==> src/rtl/div_pkg.sv <==
// Shared constants for the restoring divider: default widths, counter width and FSM encoding.
// Pure declarations, no logic.
package div_pkg;

    localparam int DEF_DW = 8;
    localparam int DEF_VW = 4;
    localparam int CW     = $clog2(DEF_DW + 1);

    typedef logic [1:0] state_t;

    localparam state_t IDLE = 2'd0;
    localparam state_t CALC = 2'd1;
    localparam state_t DONE = 2'd2;

endpackage

==> src/rtl/sub_cmp_stage.sv <==
// One restoring-division step: compare the shifted partial remainder against the divisor.
// Latency: combinational.
// Backpressure: none, pure function of its inputs.
module sub_cmp_stage #(
    parameter int VW = 4
) (
    input  logic [VW:0]   p,
    input  logic [VW-1:0] d,
    output logic [VW-1:0] r_next,
    output logic          qbit
);

    // While r < d holds, p - d < d also fits in VW bits, so dropping the top bit is lossless.
    assign qbit   = (p >= {1'b0, d});
    assign r_next = qbit ? VW'(p - {1'b0, d}) : p[VW-1:0];

endmodule

==> src/rtl/shift_sub_divider.sv <==
// Sequential restoring divider, one quotient bit per clock, start/done handshake.
// Latency: done follows DW cycles after the accepted start (1 cycle for a zero divisor).
// Backpressure: start is only accepted in IDLE/DONE; it is ignored while busy.
module shift_sub_divider
    import div_pkg::*;
#(
    parameter int DW = DEF_DW,
    parameter int VW = DEF_VW
) (
    input  logic          clk,
    input  logic          rst,
    input  logic          start,
    input  logic [DW-1:0] dividend,
    input  logic [VW-1:0] divisor,
    output logic          busy,
    output logic          done,
    output logic [DW-1:0] quotient,
    output logic [VW-1:0] remainder,
    output logic          div_by_zero
);

    localparam int LCW = $clog2(DW + 1);

    state_t         state;
    logic [DW-1:0]  q_reg;
    logic [VW-1:0]  r_reg;
    logic [VW-1:0]  d_reg;
    logic [LCW-1:0] cnt;

    logic [VW:0]    p;
    logic [VW-1:0]  r_next;
    logic           qbit;
    logic [DW-1:0]  q_next;

    // The working quotient register starts as the dividend; its MSB feeds the remainder each step.
    assign p      = {r_reg, q_reg[DW-1]};
    assign q_next = {q_reg[DW-2:0], qbit};

    sub_cmp_stage #(.VW(VW)) u_stage (
        .p      (p),
        .d      (d_reg),
        .r_next (r_next),
        .qbit   (qbit)
    );

    assign busy = (state == CALC);
    assign done = (state == DONE);

    always_ff @(posedge clk or negedge rst) begin
        if (!rst) begin
            state       <= IDLE;
            q_reg       <= '0;
            r_reg       <= '0;
            d_reg       <= '0;
            cnt         <= '0;
            quotient    <= '0;
            remainder   <= '0;
            div_by_zero <= 1'b0;
        end else begin
            case (state)
                IDLE, DONE: begin
                    if (start) begin
                        state <= CALC;
                        q_reg <= dividend;
                        d_reg <= divisor;
                        r_reg <= '0;
                        cnt   <= LCW'(DW);
                    end else begin
                        state <= IDLE;
                    end
                end
                CALC: begin
                    if (d_reg == '0) begin
                        // q_reg is still the untouched dividend here.
                        state       <= DONE;
                        quotient    <= '1;
                        remainder   <= q_reg[VW-1:0];
                        div_by_zero <= 1'b1;
                    end else begin
                        r_reg <= r_next;
                        q_reg <= q_next;
                        cnt   <= cnt - LCW'(1);
                        if (cnt == LCW'(1)) begin
                            state       <= DONE;
                            quotient    <= q_next;
                            remainder   <= r_next;
                            div_by_zero <= 1'b0;
                        end
                    end
                end
                default: state <= IDLE;
            endcase
        end
    end

endmodule

==> config.mk <==
export PLATFORM = sky130hd
export DESIGN_NAME = shift_sub_divider
export DESIGN_NICKNAME = d
export VERILOG_FILES = /design/src/rtl/div_pkg.sv /design/src/rtl/sub_cmp_stage.sv /design/src/rtl/shift_sub_divider.sv
export SDC_FILE = /design/constraint.sdc
export NUM_CORES = 1
export LEC_CHECK = 0
export ABC_AREA = 1
export CAP_MARGIN = 0
export CORE_MARGIN = 2
export CORE_UTILIZATION = 48
export DETAILED_ROUTE_END_ITERATION = 7
export PLACE_DENSITY = 0.75
export SLEW_MARGIN = 20
export SYNTH_ARGS = -nofsm -noshare
export SYNTH_HDL_FRONTEND = slang
export SYNTH_SLANG_ARGS = --single-unit
==> constraint.sdc <==
create_clock -name clk -period 1.6 [get_ports clk]
set_input_delay 0.24 -clock clk [delete_from_list [all_inputs] [get_ports clk]]
set_output_delay 0.24 -clock clk [all_outputs]
set_load 0.1 [all_outputs]
==> impl_metrics.xml <==
<?xml version="1.0" encoding="UTF-8"?>
<metrics>
  <group name="global_route">
    <metric name="initial_antenna_violation_count" unit="">0</metric>
    <metric name="groute.usage.overall" unit="%">20.8</metric>
    <metric name="grt_start_max_net_pins" unit="">36</metric>
    <metric name="first_global_vias" unit="">1576</metric>
    <metric name="grt_remaining_overflow" unit="">0</metric>
    <metric name="grt_first_pass_wirelength" unit="µm">6880</metric>
  </group>
  <group name="worst_setup_path">
    <metric name="worst-path-max-fanout" unit="">3</metric>
    <metric name="worst_setup_path_start_kind" unit="">register</metric>
    <metric name="worstSetupEndpointType" unit="">register</metric>
    <metric name="arrival" unit="ns">1.77</metric>
    <metric name="worst-setup-path-type" unit="">register to register</metric>
    <metric name="cp_data_required_time" unit="ns">1.78</metric>
  </group>
  <group name="final_layout">
    <metric name="layout_common_cells" unit="">sky130_fd_sc_hd__nand2_1, sky130_fd_sc_hd__dfrtp_1, sky130_fd_sc_hd__inv_1, sky130_fd_sc_hd__buf_4, sky130_fd_sc_hd__buf_12</metric>
    <metric name="area_delta_synth_final" unit="%">41.4</metric>
    <metric name="layout_commonest_cell" unit="">sky130_fd_sc_hd__nand2_1</metric>
    <metric name="antenna_cells_inserted" unit="">0</metric>
    <metric name="layout-drive-gt1-share" unit="%">31.5</metric>
    <metric name="finalNonFillerCells" unit="">315</metric>
    <metric name="layout.cell_area.non_filler" unit="µm²">2670</metric>
    <metric name="nNetsFinal" unit="">288</metric>
  </group>
  <group name="cts">
    <metric name="tritoncts_num_sinks" unit="">35</metric>
    <metric name="clock_latency_reported_for_the_late_side_of_the_worst_skew_pair" unit="ns">0.29</metric>
    <metric name="clk_transition_reported_paths" unit="ns">0.07</metric>
    <metric name="number_of_cts_inserted_buffers" unit="">5</metric>
    <metric name="cts_tree" unit="">built</metric>
    <metric name="clk_root_buffer_cell" unit="">sky130_fd_sc_hd__clkbuf_8</metric>
    <metric name="clock_path_buffers" unit="">2</metric>
    <metric name="htree_levels" unit="">2</metric>
  </group>
  <group name="yosys">
    <metric name="synth.ff_latch_count" unit="">35</metric>
    <metric name="syn-cell-area" unit="µm²">1890</metric>
    <metric name="synthCells" unit="">213</metric>
    <metric name="synth_seq_area_share" unit="%">46.3</metric>
    <metric name="avgSynthCellArea" unit="µm²">8.88</metric>
    <metric name="yosysWarnings" unit="">0</metric>
    <metric name="postSynthNetCount" unit="">235</metric>
    <metric name="synth_cell_types" unit="">26</metric>
  </group>
  <group name="sta">
    <metric name="setup_viol_count_final" unit="">0</metric>
    <metric name="maximum_clock_rate" unit="MHz">629</metric>
    <metric name="final.setup.worst_slack" unit="ns">0.0102</metric>
    <metric name="post-route-period-util" unit="%">99.4</metric>
    <metric name="worst_pin_slew" unit="ns">0.442</metric>
    <metric name="final-hold-violation-count" unit="">0</metric>
    <metric name="timing.final.max_slew_violations" unit="">0</metric>
    <metric name="timing.max_slew.rel_slack" unit="%">70.5</metric>
    <metric name="layout_min_cycle_time" unit="ns">1.59</metric>
    <metric name="grt_setup_unrepaired" unit="">yes</metric>
    <metric name="fin_skew" unit="ns">0.00766</metric>
  </group>
  <group name="detailed_routing">
    <metric name="route.antenna.remaining_nets" unit="">0</metric>
    <metric name="vias_per_cell" unit="">4.96</metric>
    <metric name="routed_wirelength" unit="µm">4070</metric>
    <metric name="drc_violations" unit="">0</metric>
    <metric name="route.detailed.wl_per_inst" unit="µm">12.9</metric>
    <metric name="vias" unit="">1562</metric>
    <metric name="initialDrtViolationCount" unit="">96</metric>
    <metric name="number_of_optimization_iterations_in_the_first_detailed_route_pass" unit="">4</metric>
  </group>
  <group name="floorplanning">
    <metric name="core_rows" unit="">22</metric>
    <metric name="floorplan.die_area" unit="µm²">4460</metric>
    <metric name="die_y" unit="µm">66.8</metric>
    <metric name="top_level_ports" unit="">30</metric>
    <metric name="design.core.area" unit="µm²">3720</metric>
    <metric name="die_width" unit="µm">66.8</metric>
    <metric name="floorplan.initialDensity" unit="%">50.9</metric>
  </group>
  <group name="status">
    <metric name="run_status" unit="">completed</metric>
  </group>
  <group name="worst_hold_path">
    <metric name="hold_class" unit="">input pin to asynchronous set/reset pin</metric>
  </group>
  <group name="placed_design">
    <metric name="detailed_place_hpwl" unit="µm">2820</metric>
    <metric name="dpl_worst_slack" unit="ns">0.0255</metric>
    <metric name="dpl-instance-area" unit="µm²">2460</metric>
    <metric name="place_congestion" unit="">0.867</metric>
    <metric name="place.port_buffers" unit="">29</metric>
    <metric name="numPlacedInstances" unit="">300</metric>
  </group>
  <group name="flow_run">
    <metric name="cap_viol_max_count" unit="">0</metric>
  </group>
</metrics>
## layer usage
metal	track usage, %	part of all wire, %	vias up
met5	0	0	-
met4	8.67	1.6	0
met3	5.74	5.1	8
met2	34.3	49	37
met1	25.7	45	719
li1	-	-	798
## path summary, 6_finish.rpt
| kind | from | end | slack (ns) | depth (start not counted) |
|---|---|---|---|---|
| hold reg to reg | r_reg[3] | r_reg[3] | 0.52 | 2 |
| setup / recovery | q_reg[7] | remainder[2] | 0.01 | 9 |
| max in group asynchronous | rst | r_reg[3] | 0.92 | 2 |
| min in group clk | divisor[0] | d_reg[0] | 0.49 | 3 |
| hold / removal | rst | q_reg[7] | 0.37 | 2 |
| setup reg to reg | q_reg[7] | remainder[2] | 0.01 | 9 |
## cells by family (layout without fill, tap and decap cells)
group | count (synthesis) | count (layout) | share of synthesized area, %
DFF | 35 | 35 | 46.3
AOI/OAI and AO/OA | 32 | 32 | 13.4
xor gates and xnor gates | 1 | 1 | 0.463
buffers and inverters | 29 | 83 | 6.82
adders and majority gates | 7 | 7 | 5.03
and+or+nand+nor | 109 | 109 | 28.0
## critical path, cell delays in order (launching register included)
cell	delay (ns)
sky130_fd_sc_hd__dfrtp_1	0.39
sky130_fd_sc_hd__inv_1	0.06
sky130_fd_sc_hd__ha_1	0.17
sky130_fd_sc_hd__inv_1	0.08
sky130_fd_sc_hd__fa_2	0.34
sky130_fd_sc_hd__xor2_1	0.18
sky130_fd_sc_hd__nand2_2	0.08
sky130_fd_sc_hd__nand3_1	0.06
sky130_fd_sc_hd__nand2_1	0.06
sky130_fd_sc_hd__nand2_1	0.05
## cells in the mapped netlist
| library cell | count | area, µm² |
|---|---|---|
| sky130_fd_sc_hd__nor2_2 | 1 | 6.26 |
| sky130_fd_sc_hd__nor2_8 | 2 | 40.0 |
| sky130_fd_sc_hd__a21oi_2 | 1 | 8.76 |
| sky130_fd_sc_hd__buf_4 | 1 | 7.51 |
| sky130_fd_sc_hd__nand3_1 | 15 | 75.1 |
| sky130_fd_sc_hd__o22ai_1 | 1 | 6.26 |
| sky130_fd_sc_hd__a31oi_4 | 3 | 63.8 |
| sky130_fd_sc_hd__dfrtp_1 | 35 | 876 |
| sky130_fd_sc_hd__buf_8 | 1 | 15.0 |
| sky130_fd_sc_hd__nand2_1 | 71 | 267 |
| sky130_fd_sc_hd__xor2_1 | 1 | 8.76 |
| sky130_fd_sc_hd__clkinv_4 | 1 | 8.76 |
| sky130_fd_sc_hd__ha_1 | 6 | 75.1 |
| sky130_fd_sc_hd__inv_1 | 22 | 82.6 |
| sky130_fd_sc_hd__o22ai_2 | 1 | 12.5 |
| sky130_fd_sc_hd__nand2_2 | 3 | 18.8 |
| sky130_fd_sc_hd__fa_1 | 1 | 20.0 |
| sky130_fd_sc_hd__o211ai_1 | 5 | 37.5 |
| sky130_fd_sc_hd__o21ai_0 | 11 | 55.1 |
| sky130_fd_sc_hd__a21oi_1 | 5 | 25.0 |
| sky130_fd_sc_hd__inv_2 | 4 | 15.0 |
| sky130_fd_sc_hd__nand3_4 | 1 | 17.5 |
| sky130_fd_sc_hd__o21ai_2 | 5 | 43.8 |
| sky130_fd_sc_hd__nand2_4 | 5 | 56.3 |
| sky130_fd_sc_hd__nor2_1 | 10 | 37.5 |
| sky130_fd_sc_hd__nor2_4 | 1 | 11.3 |
## cell type report
cell class	count	area, µm²
clock buffer	7	76.3
clock inverter	1	5.00
fill	282	1040
inverter	27	110
multi-input combinational	149	962
sequential	35	876
tap	48	60.1
timing repair buffer	48	583
## what timing repair did
item / in CTS / in global routing
buffers inserted: 0 / 7
hold buffers: 0 / 0
pin swaps: 1 / 8
resized for setup: 0 / 18
hold endpoints to repair: 0 / 0
setup endpoints to repair: 1 / 13
## metrics by stage
stage / utilization [%] / setup TNS, ns / hold WS [ns]
2_1_floorplan: - / 0 / -0.0556
3_3_place_gp: 66.2 / 0 / 0.465
3_5_place_dp: 66.2 / 0 / 0.483
4_1_cts: 68.4 / 0 / 0.381
5_1_grt: 71.9 / -0.143 / 0.407
6_report: 71.9 / 0 / 0.369
Power is not shown: default switching activity piles up to over one toggle a cycle in this logic, so the estimate is an artifact.
